<file path="config.mk">
export PLATFORM = sky130hd
export DESIGN_NAME = ssd1306_spi_sink
export DESIGN_NICKNAME = d
export VERILOG_FILES = /design/src/rtl/ssd1306_pkg.sv /design/src/rtl/ssd1306_spi_sink_byte_rx.sv /design/src/rtl/ssd1306_spi_sink.sv
export SDC_FILE = /design/constraint.sdc
export NUM_CORES = 1
export LEC_CHECK = 0
export CAP_MARGIN = 30
export CORE_ASPECT_RATIO = 0.6
export CORE_MARGIN = 2
export CORE_UTILIZATION = 39
export CTS_CLUSTER_SIZE = 14
export DETAILED_ROUTE_END_ITERATION = 7
export GPL_TIMING_DRIVEN = 0
export REMOVE_ABC_BUFFERS = 1
export SKIP_CTS_REPAIR_TIMING = 1
export SLEW_MARGIN = 40
export SYNTH_ARGS = -nofsm -noshare
export SYNTH_HDL_FRONTEND = slang
export SYNTH_SLANG_ARGS = --single-unit
</file>
<file path="constraint.sdc">
create_clock -name clk -period 2.3 [get_ports clk]
set_clock_uncertainty 0.05 [all_clocks]
set_input_delay 0.575 -clock clk [delete_from_list [all_inputs] [get_ports clk]]
set_output_delay 0.575 -clock clk [all_outputs]
set_load 0.1 [all_outputs]
</file>
<file path="src/rtl/ssd1306_pkg.sv">
// Shared definitions for the SSD1306 SPI sink: command opcodes, addressing
// mode encodings, command FSM states and power-on register defaults.
package ssd1306_pkg;

  typedef enum logic [1:0] {
    AM_HORIZ = 2'b00,
    AM_PAGE  = 2'b10
  } addr_mode_e;

  typedef enum logic [1:0] {
    ST_IDLE,
    ST_ARG1,
    ST_ARG2
  } cmd_state_e;

  // Opcodes that take arguments
  localparam logic [7:0] OP_CONTRAST  = 8'h81;
  localparam logic [7:0] OP_MEM_MODE  = 8'h20;
  localparam logic [7:0] OP_COL_ADDR  = 8'h21;
  localparam logic [7:0] OP_PAGE_ADDR = 8'h22;
  localparam logic [7:0] OP_MUX_RATIO = 8'hA8;
  localparam logic [7:0] OP_DISP_OFS  = 8'hD3;
  localparam logic [7:0] OP_CLK_DIV   = 8'hD5;
  localparam logic [7:0] OP_PRECHARGE = 8'hD9;
  localparam logic [7:0] OP_VCOMH     = 8'hDB;
  localparam logic [7:0] OP_CHG_PUMP  = 8'h8D;

  // Single-byte opcodes
  localparam logic [7:0] OP_DISP_OFF  = 8'hAE;
  localparam logic [7:0] OP_DISP_ON   = 8'hAF;
  localparam logic [7:0] OP_NORMAL    = 8'hA6;
  localparam logic [7:0] OP_INVERT    = 8'hA7;
  localparam logic [7:0] OP_RESUME    = 8'hA4;
  localparam logic [7:0] OP_ENTIRE_ON = 8'hA5;
  localparam logic [7:0] OP_SEG_NORM  = 8'hA0;
  localparam logic [7:0] OP_SEG_REMAP = 8'hA1;
  localparam logic [7:0] OP_COM_NORM  = 8'hC0;
  localparam logic [7:0] OP_COM_REV   = 8'hC8;

  localparam logic [7:0] CONTRAST_RST = 8'h7F;
  localparam logic [5:0] MUX_RST      = 6'd63;

endpackage

</file>
<file path="src/rtl/ssd1306_spi_sink_byte_rx.sv">
// SPI byte receiver.
// Synchronises every SPI pin, detects sclk rising edges while cs is low and
// assembles MSB-first bytes. byte_valid pulses one cycle after the edge that
// carried bit 0, with byte_data/byte_dc held until the next byte.
// Ports: clk, rst_n (async low); spi_* raw pins; soft_rst = synchronised
// panel reset (active high); byte_valid, byte_data[7:0], byte_dc.
module spi_byte_rx #(
  parameter int SYNC_STAGES = 2
) (
  input  logic       clk,
  input  logic       rst_n,
  input  logic       spi_sclk,
  input  logic       spi_sdin,
  input  logic       spi_cs,
  input  logic       spi_dc,
  input  logic       spi_reset_n,
  output logic       soft_rst,
  output logic       byte_valid,
  output logic [7:0] byte_data,
  output logic       byte_dc
);

  // Pin order {reset_n, dc, cs, sdin, sclk}; sclk and cs idle high.
  localparam logic [4:0] SYNC_RST = 5'b00101;

  logic [SYNC_STAGES-1:0][4:0] sync_q, sync_d;
  logic       sclk_s, sdin_s, cs_s, dc_s;
  logic       sclk_prev_q, rise;
  logic [2:0] bit_cnt_q, bit_cnt_d;
  logic [6:0] shift_q, shift_d;
  logic [7:0] byte_q, byte_d;
  logic       dc_q, dc_d, valid_q, valid_d;

  assign sync_d   = {sync_q[SYNC_STAGES-2:0],
                     {spi_reset_n, spi_dc, spi_cs, spi_sdin, spi_sclk}};
  assign sclk_s   = sync_q[SYNC_STAGES-1][0];
  assign sdin_s   = sync_q[SYNC_STAGES-1][1];
  assign cs_s     = sync_q[SYNC_STAGES-1][2];
  assign dc_s     = sync_q[SYNC_STAGES-1][3];
  assign soft_rst = ~sync_q[SYNC_STAGES-1][4];
  assign rise     = sclk_s & ~sclk_prev_q;

  always_comb begin
    bit_cnt_d = bit_cnt_q;
    shift_d   = shift_q;
    byte_d    = byte_q;
    dc_d      = dc_q;
    valid_d   = 1'b0;
    // The final edge still completes the byte if cs rises in the same cycle.
    if (rise && (!cs_s || bit_cnt_q == 3'd7)) begin
      shift_d   = {shift_q[5:0], sdin_s};
      bit_cnt_d = bit_cnt_q + 3'd1;
      if (bit_cnt_q == 3'd7) begin
        byte_d  = {shift_q, sdin_s};
        dc_d    = dc_s;
        valid_d = 1'b1;
      end
    end else if (cs_s) begin
      bit_cnt_d = 3'd0;
    end
  end

  always_ff @(posedge clk or negedge rst_n) begin
    if (!rst_n) begin
      sync_q      <= {SYNC_STAGES{SYNC_RST}};
      sclk_prev_q <= 1'b1;
      bit_cnt_q   <= 3'd0;
      shift_q     <= 7'd0;
      byte_q      <= 8'd0;
      dc_q        <= 1'b0;
      valid_q     <= 1'b0;
    end else begin
      sync_q      <= sync_d;
      sclk_prev_q <= sclk_s;
      if (soft_rst) begin
        bit_cnt_q <= 3'd0;
        shift_q   <= 7'd0;
        byte_q    <= 8'd0;
        dc_q      <= 1'b0;
        valid_q   <= 1'b0;
      end else begin
        bit_cnt_q <= bit_cnt_d;
        shift_q   <= shift_d;
        byte_q    <= byte_d;
        dc_q      <= dc_d;
        valid_q   <= valid_d;
      end
    end
  end

  assign byte_valid = valid_q;
  assign byte_data  = byte_q;
  assign byte_dc    = dc_q;

endmodule

</file>
<file path="src/rtl/ssd1306_spi_sink.sv">
// SSD1306 4-wire SPI sink: command decoder, register shadow and frame-buffer
// address generator behind the spi_byte_rx deserialiser.
// Ports: clk, rst_n (async low); spi_sclk/sdin/cs/dc/reset_n pins;
// fb_we/fb_addr/fb_wdata frame-buffer write port; register shadow outputs
// and a one-cycle cmd_unknown pulse.
module ssd1306_spi_sink #(
  parameter int SYNC_STAGES = 2,
  parameter int COLS        = 128,
  parameter int PAGES       = 8
) (
  input  logic       clk,
  input  logic       rst_n,
  input  logic       spi_sclk,
  input  logic       spi_sdin,
  input  logic       spi_cs,
  input  logic       spi_dc,
  input  logic       spi_reset_n,
  output logic       fb_we,
  output logic [9:0] fb_addr,
  output logic [7:0] fb_wdata,
  output logic       display_on,
  output logic       invert,
  output logic       entire_on,
  output logic       seg_remap,
  output logic       com_rev,
  output logic [7:0] contrast,
  output logic [5:0] start_line,
  output logic [5:0] mux_ratio,
  output logic       charge_pump,
  output logic       cmd_unknown
);
  import ssd1306_pkg::*;

  localparam int CW = $clog2(COLS);
  localparam int PW = $clog2(PAGES);

  typedef struct packed {
    cmd_state_e    state;
    logic [7:0]    op;
    logic [7:0]    arg1;
    addr_mode_e    mode;
    logic [CW-1:0] col, col_start, col_end;
    logic [PW-1:0] page, page_start, page_end;
    logic          fb_we;
    logic [9:0]    fb_addr;
    logic [7:0]    fb_wdata;
    logic          display_on, invert, entire_on, seg_remap, com_rev;
    logic [7:0]    contrast;
    logic [5:0]    start_line, mux_ratio;
    logic          charge_pump, cmd_unknown;
  } regs_t;

  localparam regs_t REG_RST = '{
    state: ST_IDLE, op: 8'd0, arg1: 8'd0, mode: AM_PAGE,
    col: '0, col_start: '0, col_end: CW'(COLS-1),
    page: '0, page_start: '0, page_end: PW'(PAGES-1),
    fb_we: 1'b0, fb_addr: 10'd0, fb_wdata: 8'd0,
    display_on: 1'b0, invert: 1'b0, entire_on: 1'b0, seg_remap: 1'b0,
    com_rev: 1'b0, contrast: CONTRAST_RST, start_line: 6'd0,
    mux_ratio: MUX_RST, charge_pump: 1'b0, cmd_unknown: 1'b0
  };

  logic       soft_rst, byte_valid, byte_dc;
  logic [7:0] rx_byte;
  regs_t      r_q, r_d;
  logic [CW-1:0] col_inc;
  logic [PW-1:0] page_inc;

  spi_byte_rx #(.SYNC_STAGES(SYNC_STAGES)) u_rx (
    .clk        (clk),
    .rst_n      (rst_n),
    .spi_sclk   (spi_sclk),
    .spi_sdin   (spi_sdin),
    .spi_cs     (spi_cs),
    .spi_dc     (spi_dc),
    .spi_reset_n(spi_reset_n),
    .soft_rst   (soft_rst),
    .byte_valid (byte_valid),
    .byte_data  (rx_byte),
    .byte_dc    (byte_dc)
  );

  // Pointer increments wrap modulo the panel size so end < start windows work.
  assign col_inc  = (r_q.col  == CW'(COLS-1))  ? '0 : r_q.col  + 1'b1;
  assign page_inc = (r_q.page == PW'(PAGES-1)) ? '0 : r_q.page + 1'b1;

  always_comb begin
    r_d             = r_q;
    r_d.fb_we       = 1'b0;
    r_d.cmd_unknown = 1'b0;
    if (soft_rst) begin
      r_d = REG_RST;
    end else if (byte_valid) begin
      if (byte_dc) begin
        // Data aborts any pending argument and is still written.
        r_d.state    = ST_IDLE;
        r_d.fb_we    = 1'b1;
        r_d.fb_addr  = 10'(32'(r_q.page) * COLS + 32'(r_q.col));
        r_d.fb_wdata = rx_byte;
        if (r_q.col == r_q.col_end) begin
          r_d.col = r_q.col_start;
          if (r_q.mode == AM_HORIZ)
            r_d.page = (r_q.page == r_q.page_end) ? r_q.page_start : page_inc;
        end else begin
          r_d.col = col_inc;
        end
      end else begin
        case (r_q.state)
          ST_ARG1: begin
            r_d.state = ST_IDLE;
            case (r_q.op)
              OP_CONTRAST:  r_d.contrast    = rx_byte;
              OP_MUX_RATIO: r_d.mux_ratio   = rx_byte[5:0];
              OP_CHG_PUMP:  r_d.charge_pump = rx_byte[2];
              OP_MEM_MODE: begin
                if (rx_byte[1])
                  r_d.mode = rx_byte[0] ? r_q.mode : AM_PAGE;
                else
                  r_d.mode = AM_HORIZ;
              end
              OP_COL_ADDR, OP_PAGE_ADDR: begin
                r_d.arg1  = rx_byte;
                r_d.state = ST_ARG2;
              end
              default: ;  // D3/D5/D9/DB arguments are swallowed
            endcase
          end
          ST_ARG2: begin
            r_d.state = ST_IDLE;
            if (r_q.op == OP_COL_ADDR) begin
              r_d.col_start = r_q.arg1[CW-1:0];
              r_d.col_end   = rx_byte[CW-1:0];
              r_d.col       = r_q.arg1[CW-1:0];
            end else begin
              r_d.page_start = r_q.arg1[PW-1:0];
              r_d.page_end   = rx_byte[PW-1:0];
              r_d.page       = r_q.arg1[PW-1:0];
            end
          end
          default: begin
            if (rx_byte[7:6] == 2'b01) begin
              r_d.start_line = rx_byte[5:0];
            end else begin
              case (rx_byte)
                OP_DISP_OFF:  r_d.display_on = 1'b0;
                OP_DISP_ON:   r_d.display_on = 1'b1;
                OP_NORMAL:    r_d.invert     = 1'b0;
                OP_INVERT:    r_d.invert     = 1'b1;
                OP_RESUME:    r_d.entire_on  = 1'b0;
                OP_ENTIRE_ON: r_d.entire_on  = 1'b1;
                OP_SEG_NORM:  r_d.seg_remap  = 1'b0;
                OP_SEG_REMAP: r_d.seg_remap  = 1'b1;
                OP_COM_NORM:  r_d.com_rev    = 1'b0;
                OP_COM_REV:   r_d.com_rev    = 1'b1;
                OP_CONTRAST, OP_MEM_MODE, OP_COL_ADDR, OP_PAGE_ADDR,
                OP_MUX_RATIO, OP_DISP_OFS, OP_CLK_DIV, OP_PRECHARGE,
                OP_VCOMH, OP_CHG_PUMP: begin
                  r_d.op    = rx_byte;
                  r_d.state = ST_ARG1;
                end
                default: r_d.cmd_unknown = 1'b1;
              endcase
            end
          end
        endcase
      end
    end
  end

  always_ff @(posedge clk or negedge rst_n) begin
    if (!rst_n) r_q <= REG_RST;
    else        r_q <= r_d;
  end

  assign fb_we       = r_q.fb_we;
  assign fb_addr     = r_q.fb_addr;
  assign fb_wdata    = r_q.fb_wdata;
  assign display_on  = r_q.display_on;
  assign invert      = r_q.invert;
  assign entire_on   = r_q.entire_on;
  assign seg_remap   = r_q.seg_remap;
  assign com_rev     = r_q.com_rev;
  assign contrast    = r_q.contrast;
  assign start_line  = r_q.start_line;
  assign mux_ratio   = r_q.mux_ratio;
  assign charge_pump = r_q.charge_pump;
  assign cmd_unknown = r_q.cmd_unknown;

endmodule

</file>
==> summary.md <==
| Metric | Value |
|---|---|
| Final nets | 644 |
| Setup tns final | -0.8733 ns |
| Sequential area share after synthesis | 0.5249 |
| Largest net degree at the start of global routing | 49 |
| Post-synth top area share | 0.3985 |
| Post-synth EDFFs | 0 |
| PD cells | 767.6 nW/um^2 |
| Initial DRC count | 226 |
| Post-synth cell types | 60 |
| FP Rows | 35 |
| Final worst setup slack | -0.1284 ns |
| Initial Utilization | 0.3956 |
| Number of buffers added on ports | 52 |
| Placed cells | 802 |
| Number of diodes | 0 |
| Initial DRT Pass Iterations | 5 |
| Remaining global-route overflow | 0 |
| Worst-Margin Slew | 0.6957 ns |
| Share of cells above drive strength 1 | 0.2488 |
| WL final | 14.56 mm |
| CTS tree | yes |
| Highest clock rate | 411.8 MHz |
| Drt wl/cell | 17.21 microns |
| Die area | 16500 sq um |
| Min-delay worst type | reg -> reg |
| Cell with the most instances after synthesis | nand2_1 |
| CP endpoint kind | flip-flop |
| Buffer and inverter count on the worst path | 1 |
| Die W | 164.5 microns |
| Pins Over Slew Limit | 0 |
| Routed vias | 4602 |
| Drc violations | 0 |
| Failing checks | setup timing |
| Synth top area cells | dfrtp_1 (40%), dfstp_2 (13%), nand2_1 (7.2%), buf_4 (4.7%), a21oi_1 (3.2%) |
| Leakage Power | 3.069 nW |
| Crit. Startpoint | u_rx.byte_dc |
| GPL Wtd Cong | 0.8342 |
| Yosys warns | 0 |
| Vias per cell | 5.440 |
| Post-DP HPWL | 9.836 mm |
| CTS H-tree lvls | 4 |
| Worst slew margin | 0.5362 |
| Critical Path RT | 2.59 ns |
| CP peak stage delay | 0.55 ns |
| Data arrival, critical path | 2.71 ns |
| Worst IR drop on VDD | 388.4 uV |
| Worst Path Max Fanout | 12 |
| # IOs | 53 |
| CP max-delay cell | dfrtp_4 |
| Area grow syn2layout | 16.46% |
| Total CTS buffers | 17 |
| Clk slew on worst S/H paths | 0.05 ns |
| Crit-path leading delay family | simple AND/OR/NAND/NOR gates |
| Initial antenna violation count | 0 |
| WHS | 0.2956 ns |
| Global-route wire length before repair | 23.94 mm |
| Hold path start | u_rx.sync_d[8] |
| Final Hold Viols | 0 |
| Synth area leader | dfrtp_1 |
| Synth top cells by count | nand2_1 (115), dfrtp_1 (96), a21oi_1 (38), buf_4 (38) |
| Core footprint | 15240 sq um |
| Count of final setup violators | 7 |
| Fin crit period | 2.428 ns |
| Fillers | 1417 |
| Post-synth top flop | dfrtp_1 |
| Reg2reg start | u_rx.byte_dc |
| Clock buffer depth | 2 |
| Post-route clock period utilization | 1.056 |
| Clk Latency, worst-skew pair | 0.41 ns |
| Placed inst area | 6264 sq um |
| Total track usage | 0.1883 |
| Critical-path cell list | and2b_4 -> nand2_2 -> or4b_4 -> o41ai_4 -> buf_6 -> mux2_2 |
| Post-Syn Area | 6028 sq um |
| Final instance area | 7020 sq um |
| Vias in the first global route | 4468 |
| Die H | 100.3 microns |
| ANT nets after route | 0 |
| Num Clock Sinks | 125 |
| Worst Setup Start Kind | flip-flop |
| RSZ-0062 raised after global routing | yes |
| Avg Inst Size Synth | 9.739 sq um |
| Finished Layout Cells | 846 |
| Max-cap viol count | 0 |
| Outcome | finished with violations |
| Flops & latches, synth | 125 |
| Asr flop ratio synth | 1.000 |
| CTS root buf | clkbuf_16 |
| Cells after Synth | 619 |
| CP Class | reg -> reg |
| Final core occ | 0.4607 |
==> worst paths after layout <==
path,end,slack [ns],depth (start not counted)
setup / recovery,contrast[1],-0.13,6
hold / removal,u_rx.dc_s,0.30,0
setup reg to reg,contrast[1],-0.13,6
hold reg to reg,u_rx.dc_s,0.30,0
max in group asynchronous,r_q[56],0.77,4
min in group asynchronous,start_line[0],0.57,2
==> kinds of logic after synthesis <==
kind of cell	synth area share
xor+xnor	0.02034
fa+ha+maj	0.01453
buf+inv	0.08634
simple gates	0.1756
compound gates	0.1443
flops	0.5249
mux	0.03404
==> flip-flops by register name, summed over array words and instances (netlist names), 3 cells and up <==
| signal | flops |
|---|---|
| u_rx.bit_cnt_q | 3 |
| start_line | 6 |
| u_rx.sync_d | 5 |
| fb_addr | 10 |
| mux_ratio | 6 |
| contrast | 8 |
| fb_wdata | 8 |
| u_rx.byte_data | 8 |
| u_rx.shift_q | 7 |
| r_q | 48 |
==> cells in the final DEF (no fill, tap or decap), types with 4 or more instances in the layout <==
cell type and n:
clkbuf_16 17, a32o_1 9, buf_2 47, a31oi_1 17, nand2_1 114, nor3_1 4
ha_1 7, buf_4 10, o21ai_0 28, nand3_1 26, dfstp_2 29, clkbuf_1 6
clkdlybuf4s50_1 5, nand4b_1 5, and3_1 7, mux2_2 12, a22o_1 11, dfrtp_1 89
mux2i_1 7, inv_1 19, o211ai_1 4, nor2_1 32, dfrtp_2 6, xnor2_1 13
nand4_1 6, a21oi_1 36
==> area by class of cell <==
| cell class | count | area [sq um] | share of cell area |
|---|---|---|---|
| clock buffer | 25 | 475.5 | 0.06772 |
| clock inverter | 7 | 112.6 | 0.01604 |
| inverter | 20 | 77.57 | 0.01105 |
| multi-input combinational | 396 | 2424 | 0.3452 |
| sequential | 125 | 3176 | 0.4523 |
| tap | 203 | 254.0 | 0.03618 |
| timing repair buffer | 70 | 501.7 | 0.07147 |
==> layer usage <==
| layer | global-route usage | routed length (microns) |
|---|---|---|
| met5 | 0 | 0 |
| met4 | 0.06355 | 183 |
| met3 | 0.04711 | 988 |
| met2 | 0.2613 | 6095 |
| met1 | 0.2847 | 7289 |
==> report_power, final <==
group | internal, mW | total [mW] | switching [mW]
Sequential | 2.28 | 2.32 | 0.0354
Clock | 1.76 | 2.68 | 0.920
Combinational | 0.0933 | 0.395 | 0.302
Total | 4.13 | 5.39 | 1.26
==> metrics by stage <==
| stage | setup slack, ns | power (mW) |
|---|---|---|
| after floorplan | -0.2601 | 2.615 |
| after global placement | -4.171 | 2.740 |
| after detailed placement | -0.6326 | 2.746 |
| after CTS | -0.6581 | 5.431 |
| after global routing | -0.1815 | 5.596 |
| final | -0.1284 | 5.389 |
==> worst register-to-register path: stages, from the launching register on <==
cell     delay (ns)
dfrtp_4        0.55
and2b_4        0.33
nand2_2        0.08
or4b_4         0.51
o41ai_4        0.31
buf_6          0.19
mux2_2         0.34
(Power assumes the default switching activity.)
